`src/rtl/zx_mem_mapper_pkg.sv`:
```
// rtl/zx_mem_mapper_pkg.sv - shared decode constants, +3 bank table and I/O FSM states
package zx_mem_mapper_pkg;

  typedef enum logic [1:0] {
    ST_IDLE   = 2'd0,
    ST_COMMIT = 2'd1,
    ST_HOLD   = 2'd2
  } io_state_e;

  localparam logic [3:0] P1FFD_A_HI   = 4'b0001;
  localparam int         P7_LOCK_BIT  = 5;
  localparam int         P7_ROM_BIT   = 4;
  localparam int         P7_SCR_BIT   = 3;
  localparam logic [2:0] FIXED_PAGE_1 = 3'd5;
  localparam logic [2:0] FIXED_PAGE_2 = 3'd2;

  // Rows list banks for regions 3..0 (MSB first), indexed by p1ffd[2:1].
  function automatic logic [2:0] special_bank(input logic [1:0] cfg, input logic [1:0] region);
    logic [11:0] row;
    int          idx;
    case (cfg)
      2'd0:    row = {3'd3, 3'd2, 3'd1, 3'd0};
      2'd1:    row = {3'd7, 3'd6, 3'd5, 3'd4};
      2'd2:    row = {3'd3, 3'd6, 3'd5, 3'd4};
      default: row = {3'd3, 3'd6, 3'd7, 3'd4};
    endcase
    idx = 3 * int'(region);
    return row[idx +: 3];
  endfunction

endpackage

```
`src/rtl/zx_sync2.sv`:
```
// rtl/zx_sync2.sv - two-flop synchroniser for active-low Z80 strobes, resets to idle (1)
module zx_sync2 (
  input  logic clock_25,
  input  logic RESET_N,
  input  logic d_i,
  output logic q_o
);

  logic meta_q;
  logic sync_q;

  always_ff @(posedge clock_25) begin
    if (!RESET_N) begin
      meta_q <= 1'b1;
      sync_q <= 1'b1;
    end else begin
      meta_q <= d_i;
      sync_q <= meta_q;
    end
  end

  assign q_o = sync_q;

endmodule

```
`src/rtl/zx_mem_mapper.sv`:
```
// rtl/zx_mem_mapper.sv - ZX Spectrum 128/+3 paging ports (7FFD/1FFD/FE) and memory address mapper
module zx_mem_mapper
  import zx_mem_mapper_pkg::*;
#(
  parameter int PAGE_BITS = 3,
  parameter bit PLUS3_EN  = 1'b0
) (
  input  logic                  clock_25,
  input  logic                  RESET_N,
  input  logic [15:0]           A,
  input  logic [7:0]            D,
  input  logic                  nIORQ,
  input  logic                  nMREQ,
  input  logic                  nRD,
  input  logic                  nWR,
  output logic [PAGE_BITS+13:0] ram_addr,
  output logic [15:0]           rom_addr,
  output logic                  rom_cs,
  output logic                  ram_we,
  output logic                  screen_page,
  output logic [2:0]            border,
  output logic                  beeper,
  output logic                  locked
);

  logic iorq_s;
  logic wr_s;

  zx_sync2 u_sync_iorq (.clock_25(clock_25), .RESET_N(RESET_N), .d_i(nIORQ), .q_o(iorq_s));
  zx_sync2 u_sync_wr   (.clock_25(clock_25), .RESET_N(RESET_N), .d_i(nWR),   .q_o(wr_s));

  io_state_e state_q, state_d;
  logic      commit;

  always_ff @(posedge clock_25) begin
    if (!RESET_N) state_q <= ST_IDLE;
    else          state_q <= state_d;
  end

  // Registers load on the edge that enters COMMIT, so one Z80 cycle yields one load.
  always_comb begin
    state_d = state_q;
    commit  = 1'b0;
    case (state_q)
      ST_IDLE: begin
        if (!iorq_s && !wr_s) begin
          state_d = ST_COMMIT;
          commit  = 1'b1;
        end
      end
      ST_COMMIT: state_d = ST_HOLD;
      ST_HOLD:   if (iorq_s || wr_s) state_d = ST_IDLE;
      default:   state_d = ST_IDLE;
    endcase
  end

  logic       hit_1ffd, hit_7ffd, hit_fe;
  logic [7:0] p7ffd_q, p7ffd_d;
  logic [2:0] p1ffd_q, p1ffd_d;
  logic [2:0] border_q, border_d;
  logic       beeper_q, beeper_d;

  assign hit_1ffd = PLUS3_EN && (A[15:12] == P1FFD_A_HI) && !A[1];
  assign hit_7ffd = !A[15] && !A[1] && !hit_1ffd;
  assign hit_fe   = !A[0];

  always_comb begin
    p7ffd_d  = p7ffd_q;
    p1ffd_d  = p1ffd_q;
    border_d = border_q;
    beeper_d = beeper_q;
    if (commit) begin
      if (hit_1ffd && !locked) p1ffd_d = D[2:0];
      if (hit_7ffd && !locked) p7ffd_d = D;
      if (hit_fe) begin
        border_d = D[2:0];
        beeper_d = D[4];
      end
    end
  end

  always_ff @(posedge clock_25) begin
    if (!RESET_N) begin
      p7ffd_q  <= '0;
      p1ffd_q  <= '0;
      border_q <= '0;
      beeper_q <= 1'b0;
    end else begin
      p7ffd_q  <= p7ffd_d;
      p1ffd_q  <= p1ffd_d;
      border_q <= border_d;
      beeper_q <= beeper_d;
    end
  end

  logic                 special;
  logic [1:0]           region;
  logic [4:0]           top_full;
  logic [PAGE_BITS-1:0] page;
  logic                 rom_region;

  assign special  = PLUS3_EN && p1ffd_q[0];
  assign region   = A[15:14];
  assign top_full = {p7ffd_q[6], p7ffd_q[7], p7ffd_q[2:0]};

  always_comb begin
    page       = '0;
    rom_region = 1'b0;
    if (special) begin
      page = PAGE_BITS'(special_bank(p1ffd_q[2:1], region));
    end else begin
      case (region)
        2'd0:    rom_region = 1'b1;
        2'd1:    page = PAGE_BITS'(FIXED_PAGE_1);
        2'd2:    page = PAGE_BITS'(FIXED_PAGE_2);
        default: page = top_full[PAGE_BITS-1:0];
      endcase
    end
  end

  assign ram_addr    = {page, A[13:0]};
  assign rom_addr    = {p1ffd_q[2] & PLUS3_EN, p7ffd_q[P7_ROM_BIT], A[13:0]};
  assign rom_cs      = !nMREQ && rom_region;
  assign ram_we      = !nMREQ && !nWR && !rom_region;
  assign screen_page = p7ffd_q[P7_SCR_BIT];
  assign border      = border_q;
  assign beeper      = beeper_q;
  assign locked      = p7ffd_q[P7_LOCK_BIT];

  // Read strobe and upper page bits are unused in narrower configurations.
  wire unused_ok = &{1'b0, nRD, top_full};

endmodule

```
`config.mk`:
```
export PLATFORM = sky130hd
export DESIGN_NAME = zx_mem_mapper
export DESIGN_NICKNAME = d
export VERILOG_FILES = /design/src/rtl/zx_mem_mapper_pkg.sv /design/src/rtl/zx_sync2.sv /design/src/rtl/zx_mem_mapper.sv
export SDC_FILE = /design/constraint.sdc
export NUM_CORES = 1
export LEC_CHECK = 0
export ABC_AREA = 1
export BUFFER_PORTS_ARGS = -buffer_cell sky130_fd_sc_hd__buf_2
export CAP_MARGIN = 20
export CORE_MARGIN = 4
export CORE_UTILIZATION = 42
export CTS_CLUSTER_SIZE = 40
export DETAILED_ROUTE_END_ITERATION = 10
export GPL_TIMING_DRIVEN = 0
export PLACE_DENSITY = 0.87
export SLEW_MARGIN = 10
export SYNTH_ARGS = -nofsm -noshare
export SYNTH_HDL_FRONTEND = slang
export SYNTH_SLANG_ARGS = --single-unit
```
`constraint.sdc`:
```
create_clock -name clock_25 -period 2.1 [get_ports clock_25]
set_input_delay 0.315 -clock clock_25 [delete_from_list [all_inputs] [get_ports clock_25]]
set_output_delay 0.315 -clock clock_25 [all_outputs]
set_load 0.03 [all_outputs]
```
==> flow_metrics.env, run 1 <==
export IMPL_r2r_slack_ns=1.08
export IMPL_min_to="u_sync_iorq.meta_q"
export IMPL_clock_skew_ns=0.001268
export IMPL_fin_nets=219
export IMPL_drv_cap=0
export IMPL_syn_to_final_growth_pct=34.87
export IMPL_portBuffers=53
export IMPL_setup_violations=0
export IMPL_via_per_inst=4.033
export IMPL_io_pins=71
export IMPL_seq_power_share=0.477
export IMPL_pwr_share_clk=0.235
export IMPL_fin_crit_sh=0.6026
export IMPL_p_leak_nw=0.7354
export IMPL_regToRegStartpoint="state_q[1]"
export IMPL_r2r_end="border[2]"
export IMPL_postCtsSetupRepairBufs=0
export IMPL_met1_length_um=737
export IMPL_die_area_um2=3009
export IMPL_dp_cells=211
export IMPL_cts_root_buffer="clkbuf_4"
export IMPL_power_internal_mw=0.4491
export IMPL_cp_required_ns=1.78
export IMPL_vdd_drop_max_mv=0.2860
export IMPL_cp_cell_sequence="buf_2 -> inv_1 -> a211oi_1 -> buf_2"
export IMPL_cp_end_kind="output port"
export IMPL_grt_max_degree=11
export IMPL_start_util=0.4561
export IMPL_clockBufferDepth=2
export IMPL_syn_area_um2=922.1
export IMPL_ys_seq_elements=16
export IMPL_cts_hold_buf=0
export IMPL_drc=0
export IMPL_worstSetupPathType="input pin to output port"
export IMPL_fin_area_um2=1244
export IMPL_combPwrFrac=0.288
export IMPL_cts_tree="yes"
export IMPL_antenna_found_initial=0
export IMPL_synth_distinct_cells=17
export IMPL_powerDensity_nw_per_um2=522.1
export IMPL_status="completed"
export IMPL_hold_start="nIORQ"
export IMPL_worst_setup_path_start_kind="input pin"
export IMPL_synth_avg_cell_area_um2=7.039
export IMPL_fp_dieH_um=54.86
export IMPL_h_tree_depth=1
export IMPL_hold_violations=0
export IMPL_cts_resized=0
export IMPL_grt_pass1_wl_um=2801
export IMPL_rsz0062_at_grt="false"
export IMPL_slew_viol_final=0
export IMPL_die_x_um=54.86
export IMPL_placed_cell_area_um2=1221
export IMPL_place_congestion=0.6970
export IMPL_fmax_ghz=0.7902
export IMPL_drtIter0Drc=7
export IMPL_dp_hpwl_um=1564
export IMPL_path_clk_slew_ns=0.09
export IMPL_routed_wl_um=1794
export IMPL_dr_max_layer_used="met4"
export IMPL_wire_per_inst_um=8.383
export IMPL_worstSkewPairLatency_ns=0.27
export IMPL_worstPathArrival_ns=0.95
export IMPL_cts_sinks=16
export IMPL_period_minus_slack_ns=1.265
export IMPL_synthesis_nets=161
export IMPL_power_share_switching=0.3083
export IMPL_postRouteAntennaNets=0
export IMPL_wl_met3_um=214
export IMPL_core_um2=2022
export IMPL_worstRegToRegCells=6
export IMPL_cts_buffers=3
export IMPL_grtUsageTotal=0.1250
export IMPL_dr_pass1_iters=4
export IMPL_vias=863
export IMPL_syn_inst=131
export IMPL_grt_overflow=0
export IMPL_n_antenna_cell=0
export IMPL_yosys_warnings=0
export IMPL_layout_drive_gt1_share=0.5241
export IMPL_cp_slowest_stage_delay_ns=0.23
export IMPL_crit_path_frequent_cell="buf_2"
export IMPL_min_path_type="input pin to flop"
export IMPL_cp_slowest_cell="buf_2"
export IMPL_num_rows=16
export IMPL_cp_max_fo=5
export IMPL_met2_length_um=831
export IMPL_finalNonFillerCells=214
export IMPL_netSwitchingPower_mw=0.2002
export IMPL_grt_pass1_vias=747
export IMPL_synth_seq_area_share=0.3474
export IMPL_hold_depth=2
export IMPL_setup_tns_ns=0
-- power by group through the flow --
stage | sequential (mW) | combinational (mW) | clock, mW
after global placement | 0.317 | 0.187 | 0
after CTS | 0.310 | 0.189 | 0.154
after detailed placement | 0.317 | 0.189 | 0
after floorplan | 0.318 | 0.139 | 0
after global routing | 0.310 | 0.202 | 0.167
final | 0.310 | 0.187 | 0.153
-- cells by family after synthesis --
kind of cell / Yosys count / share of synthesized area
buffers and inverters: 51 / 0.3324
DFF: 16 / 0.3474
and+or+nand+nor: 60 / 0.2944
AOI/OAI and AO/OA: 3 / 0.02170
other: 1 / 0.004067
-- cell usage after synthesis, drive strengths merged --
cell type  count  share of area
conb           1         0.0041
or2            4          0.027
nor2          27           0.14
a21oi          1         0.0054
nor3           1         0.0054
clkinv         1         0.0054
nand3          1         0.0054
dfxtp         16           0.35
buf           31           0.25
inv           19          0.077
a211oi         2          0.016
nand2         27           0.12
-- how the worst max path moves through the flow --
stage,from,to,slack [ns],depth (start not counted)
2_1_floorplan,A[15],ram_we,0.62,2
3_3_place_gp,A[15],ram_we,0.84,4
3_5_place_dp,A[15],ram_we,0.83,4
4_1_cts,A[15],ram_we,0.83,4
5_1_grt,A[15],ram_we,0.77,4
6_report,A[15],ram_we,0.83,4
-- registers in the layout (all words and copies together) (netlist names) --
name	count
u_sync_wr.meta_q	1
u_sync_iorq.q_o	1
beeper	1
p7ffd_q	6
border	3
state_q	2
u_sync_iorq.meta_q	1
u_sync_wr.q_o	1
-- layer usage --
| metal | vias to the layer above | track usage |
|---|---|---|
| met5 | - | 0 |
| met4 | 0 | 0.03734 |
| met3 | 2 | 0.03270 |
| met2 | 46 | 0.2146 |
| met1 | 351 | 0.1503 |
| li1 | 464 | - |
-- stage by stage --
step           utilization  setup slack [ns]  total power, mW  hold WS, ns
2_1_floorplan            -            0.6170           0.4571       0.3925
3_3_place_gp        0.6040            0.8384           0.5035       0.3953
3_5_place_dp        0.6040            0.8282           0.5054       0.4016
4_1_cts             0.6151            0.8283           0.6526       0.2314
5_1_grt             0.6151            0.7720           0.6789       0.2304
6_report            0.6151            0.8345           0.6493       0.2270
-- critical path: cells and delay by family --
| kind | cells | cell delay (ns) |
|---|---|---|
| buffers and inverters | 3 | 0.42 |
| AOI/OAI and AO/OA | 1 | 0.22 |
-- cell usage in the layout (no fill, tap or decap), drive strengths merged --
master	count
buf	84
nor3	1
nor2	27
clkinv	1
clkbuf	3
dfxtp	16
nand3	1
inv	19
or2	4
a211oi	2
nand2	27
a21oi	1
conb	1
-- final cells by class --
cell class / instances / area (um^2)
buffer: 31 / 230.2
sequential: 16 / 320.3
clock buffer: 3 / 22.52
timing repair buffer: 53 / 265.3
tap: 27 / 33.78
inverter: 20 / 76.32
multi-input combinational: 64 / 295.3
fill: 215 / 778.2
(Power assumes the default switching activity.)
==> run 2: changes to the inputs <==
CORE_UTILIZATION = 35   (was 42)
PLACE_DENSITY = 0.78   (was 0.87)
clock period = 1.1 ns   (was 2.1 ns; I/O delays follow)
==> run 2 against run 1 <==
  * Register-to-register slack worse by 1.0 ns
  * Worst setup slack worse by 0.82 ns
  * Critical path type is now flop to output port
  * Sequential share of layout area fell by 0.75 points
  * Cell count up 2.3%
  * Non-clock buffer count increased by 1
  * Wire length grew 14%
  * Highest routed layer unchanged
==> flow_metrics.env, run 2 (synthesis gave the netlist of run 1 again) <==
export IMPL_cts_hold_buf=0
export IMPL_path_clk_slew_ns=0.09
export IMPL_cp_end_kind="output port"
export IMPL_dp_hpwl_um=1665
export IMPL_h_tree_depth=1
export IMPL_largest_register="p7ffd_q"
export IMPL_clock_skew_ns=0.002257
export IMPL_slew_viol_final=0
export IMPL_num_rows=18
export IMPL_vias=877
export IMPL_setup_violations=0
export IMPL_layout_drive_gt1_share=0.5714
export IMPL_via_per_inst=4.005
export IMPL_fp_dieH_um=59.33
export IMPL_fill_cells=260
export IMPL_power_share_switching=0.3134
export IMPL_syn_to_final_growth_pct=41.11
export IMPL_clockBufferDepth=2
export IMPL_antenna_found_initial=0
export IMPL_largest_reg_flops=6
export IMPL_seq_power_share=0.471
export IMPL_layout_commonest_cell="buf_2"
export IMPL_grt_max_degree=11
export IMPL_worst_setup_path_start_kind="flop"
export IMPL_io_pins=71
export IMPL_netSwitchingPower_mw=0.3942
export IMPL_min_path_type="input pin to flop"
export IMPL_place_congestion=0.7355
export IMPL_vdd_drop_max_mv=0.4768
export IMPL_routed_wl_um=2053
export IMPL_dr_pass1_iters=4
export IMPL_cts_root_buffer="clkbuf_4"
export IMPL_start_util=0.3689
export IMPL_power_internal_mw=0.8636
export IMPL_worstPathArrival_ns=0.92
export IMPL_cp_required_ns=0.94
export IMPL_drtIter0Drc=3
export IMPL_n_antenna_cell=0
export IMPL_fmax_ghz=0.9252
export IMPL_cp_slowest_cell="dfxtp_2"
export IMPL_hold_ws_ns=0.06833
export IMPL_cts_buffers=3
export IMPL_placed_cell_area_um2=1230
export IMPL_combPwrFrac=0.294
export IMPL_drv_cap=0
export IMPL_die_x_um=59.33
export IMPL_core_um2=2500
export IMPL_cts_sinks=16
export IMPL_cp_max_fo=2
export IMPL_worstSetupPathType="flop to output port"
export IMPL_fin_nets=221
export IMPL_cp_slowest_stage_delay_ns=0.34
export IMPL_cts_tree="yes"
export IMPL_wire_per_inst_um=9.374
export IMPL_post_route_util=0.5205
export IMPL_grt_overflow=0
export IMPL_grt_pass1_vias=768
export IMPL_worstSkewPairLatency_ns=0.28
export IMPL_drc=0
export IMPL_powerDensity_nw_per_um2=966.6
export IMPL_fin_crit_sh=0.9825
export IMPL_portBuffers=53
export IMPL_die_area_um2=3520
export IMPL_pwr_share_clk=0.235
export IMPL_cp_cell_sequence="nor2_1 -> nor2_1 -> buf_4"
export IMPL_status="completed"
export IMPL_grt_pass1_wl_um=3063
export IMPL_period_minus_slack_ns=1.081
export IMPL_rsz0062_at_grt="true"
export IMPL_crit_path_frequent_cell="nor2_1"
export IMPL_p_leak_nw=0.7475
export IMPL_grtUsageTotal=0.1143
export IMPL_layout_common_cells="buf_2, buf_4, nand2_1"
export IMPL_fin_area_um2=1301
export IMPL_postRouteAntennaNets=0
export IMPL_hold_violations=0
-- run 2: changes by cell type in the layout (fill, tap and decap cells not counted) --
cell      delta
buf_4        +4
dfxtp_1      -4
dfxtp_2      +4
buf_2        -3
nor2_4       +3
nor2_1       -2
a211oi_1     -1
a211oi_2     +1
nand2_1      -1
nand2_2      +1
-- run 2: per-stage QoR --
stage	instances	power [mW]	setup WS, ns	setup TNS [ns]
4_1_cts	217	1.263	0.004727	0
6_report	219	1.258	0.01920	0
2_1_floorplan	131	0.8739	0.03536	0
3_3_place_gp	214	0.9629	0.1007	0
3_5_place_dp	214	0.9679	0.07506	0
5_1_grt	219	1.328	-0.03460	-0.1210
-- run 2: metal layers --
metal / track usage / part of all wire / up-vias
met3: 0.02614 / 0.083 / 4
met2: 0.2090 / 0.56 / 33
li1: - / - / 465
met5: 0 / 0 / -
met4: 0.05825 / 0.017 / 0
met1: 0.1201 / 0.34 / 375
-- run 2: path summary, 6_finish.rpt --
path	slack (ns)	endpoint	start	cells after the start
worst max-delay path	0.02	ram_addr[14]	p7ffd_q[0]	3
worst min-delay path	0.07	u_sync_iorq.meta_q	nIORQ	2
worst max register to register	0.07	beeper	state_q[1]	6
worst min register to register	0.42	u_sync_iorq.q_o	u_sync_iorq.meta_q	1
-- run 2: what timing repair did --
item                       in CTS  in global routing
resized for setup               3                  9
setup endpoints to repair       3                  8
buffers inserted                0                  1
gates cloned                    0                  1
pin swaps                       0                  6
-- run 2: worst max-delay path: cells and delay by family (launching register included) --
family / cells / cell delay [ns]
and+or+nand+nor: 2 / 0.14
DFF: 1 / 0.34
buffers and inverters: 1 / 0.17
-- run 2: area by class of cell --
type | count | area [um^2] | share of cell area
Buffer | 31 | 230.2 | 0.1769
Tap cell | 30 | 37.54 | 0.02885
Clock buffer | 3 | 22.52 | 0.01731
Timing Repair Buffer | 54 | 280.3 | 0.2154
Multi-Input combinational cell | 65 | 329.1 | 0.2529
Inverter | 20 | 76.32 | 0.05865
Sequential cell | 16 | 325.3 | 0.2500
-- run 2: power groups by stage --
| stage | clock [mW] | sequential (mW) | combinational, mW |
|---|---|---|---|
| after global routing | 0.337 | 0.594 | 0.397 |
| after detailed placement | 0 | 0.605 | 0.363 |
| after floorplan | 0 | 0.607 | 0.267 |
| final | 0.295 | 0.592 | 0.370 |
| after CTS | 0.304 | 0.591 | 0.368 |
| after global placement | 0 | 0.604 | 0.359 |
==> run 3: changes to the inputs <==
==> constraint.sdc (replaced) <==
create_clock -name clock_25 -period 1.1 [get_ports clock_25]
set_input_delay 0.11 -clock clock_25 [delete_from_list [all_inputs] [get_ports clock_25]]
set_output_delay 0.11 -clock clock_25 [all_outputs]
set_load 0.03 [all_outputs]
==> run 3 against run 2 <==
  * Via count shrank 1.6%
  * Cell count grew 0.46%
  * Core utilization grew 0.50 points
  * Non-clock buffer count is the same
  * Power grew 6.9%
  * Worst setup slack gained 0.039 ns
  * Register-to-register slack is essentially flat
  * Global-route usage shrank 0.61 points
==> flow_metrics.env, run 3 (synthesis gave the netlist of run 1 again) <==
export IMPL_status="completed"
export IMPL_drc=0
export IMPL_fmax_ghz=0.9596
export IMPL_power_share_switching=0.3032
export IMPL_grt_max_degree=11
export IMPL_worstSkewPairLatency_ns=0.28
export IMPL_core_um2=2500
export IMPL_fp_dieH_um=59.33
export IMPL_fill_cells=252
export IMPL_vdd_drop_max_mv=0.4886
export IMPL_setup_violations=0
export IMPL_worstSetupPathType="flop to output port"
export IMPL_drtIter0Drc=8
export IMPL_grt_pass1_wl_um=2987
export IMPL_clock_skew_ns=0.004167
export IMPL_syn_to_final_growth_pct=42.47
export IMPL_fin_nets=221
export IMPL_cts_tree="yes"
export IMPL_place_ws_ns=0.07247
export IMPL_netSwitchingPower_mw=0.4075
export IMPL_cts_root_buffer="clkbuf_4"
export IMPL_power_internal_mw=0.9367
export IMPL_vias=863
export IMPL_grt_pass1_vias=776
export IMPL_powerDensity_nw_per_um2=1023
export IMPL_largest_reg_flops=6
export IMPL_via_per_inst=3.923
export IMPL_pwr_share_clk=0.286
export IMPL_setup_tns_ns=0
export IMPL_fin_ws_ns=0.05788
export IMPL_n_antenna_cell=0
export IMPL_start_util=0.3689
export IMPL_fin_crit_sh=0.9474
export IMPL_dp_hpwl_um=1694
export IMPL_layout_commonest_cell="buf_2"
export IMPL_postRouteAntennaNets=0
export IMPL_die_x_um=59.33
export IMPL_antenna_found_initial=0
export IMPL_routed_wl_um=2064
export IMPL_num_rows=18
export IMPL_h_tree_depth=1
export IMPL_layout_drive_gt1_share=0.5684
export IMPL_die_area_um2=3520
export IMPL_cp_end_kind="output port"
export IMPL_rsz0062_at_grt="true"
export IMPL_io_pins=71
export IMPL_worstPathArrival_ns=0.93
export IMPL_slew_viol_final=0
export IMPL_worst_setup_path_start_kind="flop"
export IMPL_seq_area_um2=326.6
export IMPL_path_clk_slew_ns=0.09
export IMPL_multi_input_area_um2=326.6
export IMPL_drv_cap=0
export IMPL_seq_power_share=0.441
export IMPL_cts_sinks=16
export IMPL_combPwrFrac=0.273
export IMPL_hold_violations=0
export IMPL_clockBufferDepth=2
export IMPL_place_congestion=0.7333
export IMPL_portBuffers=53
export IMPL_largest_register="p7ffd_q"
export IMPL_grt_overflow=0
export IMPL_cp_max_fo=2
export IMPL_layout_common_cells="buf_2, buf_4, nand2_1"
export IMPL_min_path_type="input pin to flop"
export IMPL_dr_pass1_iters=4
export IMPL_period_minus_slack_ns=1.042
export IMPL_power_mw=1.344
export IMPL_cp_required_ns=0.99
export IMPL_grtUsageTotal=0.1083
export IMPL_wire_per_inst_um=9.382
export IMPL_p_leak_nw=0.7545
export IMPL_cts_hold_buf=0
export IMPL_cts_buffers=3
## run 3: cell types whose count changed in the layout (fill, tap and decap cells not counted), sizes merged
cell and change:
clkbuf +1
## run 3: path summary, 6_finish.rpt
kind                             end             start  cells after the start  slack (ns)
hold / removal    u_sync_iorq.meta_q             nIORQ                      2       0.009
setup / recovery        ram_addr[16]        p7ffd_q[2]                      3        0.06
setup reg to reg           border[1]        state_q[0]                      6        0.06
hold reg to reg        u_sync_wr.q_o  u_sync_wr.meta_q                      1        0.43
## run 3: timing repair
item	in CTS	in global routing
buffers inserted	0	1
pin swaps	0	4
gates cloned	0	1
endpoints found under the setup margin	1	12
resized for setup	1	14
## run 3: critical path, cell delays in order (launching register included)
cell and delay, ns:
dfxtp_2 0.33, nor2_1 0.10, nor2_1 0.05, buf_4 0.16
## run 3: cell type report
type | count | area share
repair buffers | 54 | 0.2133
flip-flops and latches | 16 | 0.2486
clock buffers | 4 | 0.02762
plain buffers | 31 | 0.1752
multi-input cells | 65 | 0.2486
well taps | 30 | 0.02857
inverters | 20 | 0.05810
## run 3: per-layer routing
metal | part of all wire | wire (um) | GRT usage
met5 | 0 | 0 | 0
met4 | 0.0039 | 8 | 0.05825
met3 | 0.091 | 187 | 0.01525
met2 | 0.55 | 1133 | 0.1981
met1 | 0.36 | 733 | 0.1180
## run 3: per-stage QoR
step | std cells | cell area, um^2 | util | hold slack [ns]
5_1_grt | 220 | 1314 | 0.5255 | 0.004434
3_5_place_dp | 214 | 1225 | 0.4900 | 0.3024
6_report | 220 | 1314 | 0.5255 | 0.008814
3_3_place_gp | 214 | 1225 | 0.4900 | 0.2982
2_1_floorplan | 131 | 922.1 | - | 0.2166
4_1_cts | 218 | 1264 | 0.5055 | 0.003692
## run 3: power groups by stage
| stage | clock network (mW) | registers [mW] | logic (mW) |
|---|---|---|---|
| after global placement | 0 | 0.604 | 0.358 |
| after floorplan | 0 | 0.607 | 0.266 |
| final | 0.384 | 0.593 | 0.368 |
| after global routing | 0.415 | 0.594 | 0.395 |
| after detailed placement | 0 | 0.605 | 0.362 |
| after CTS | 0.396 | 0.591 | 0.364 |
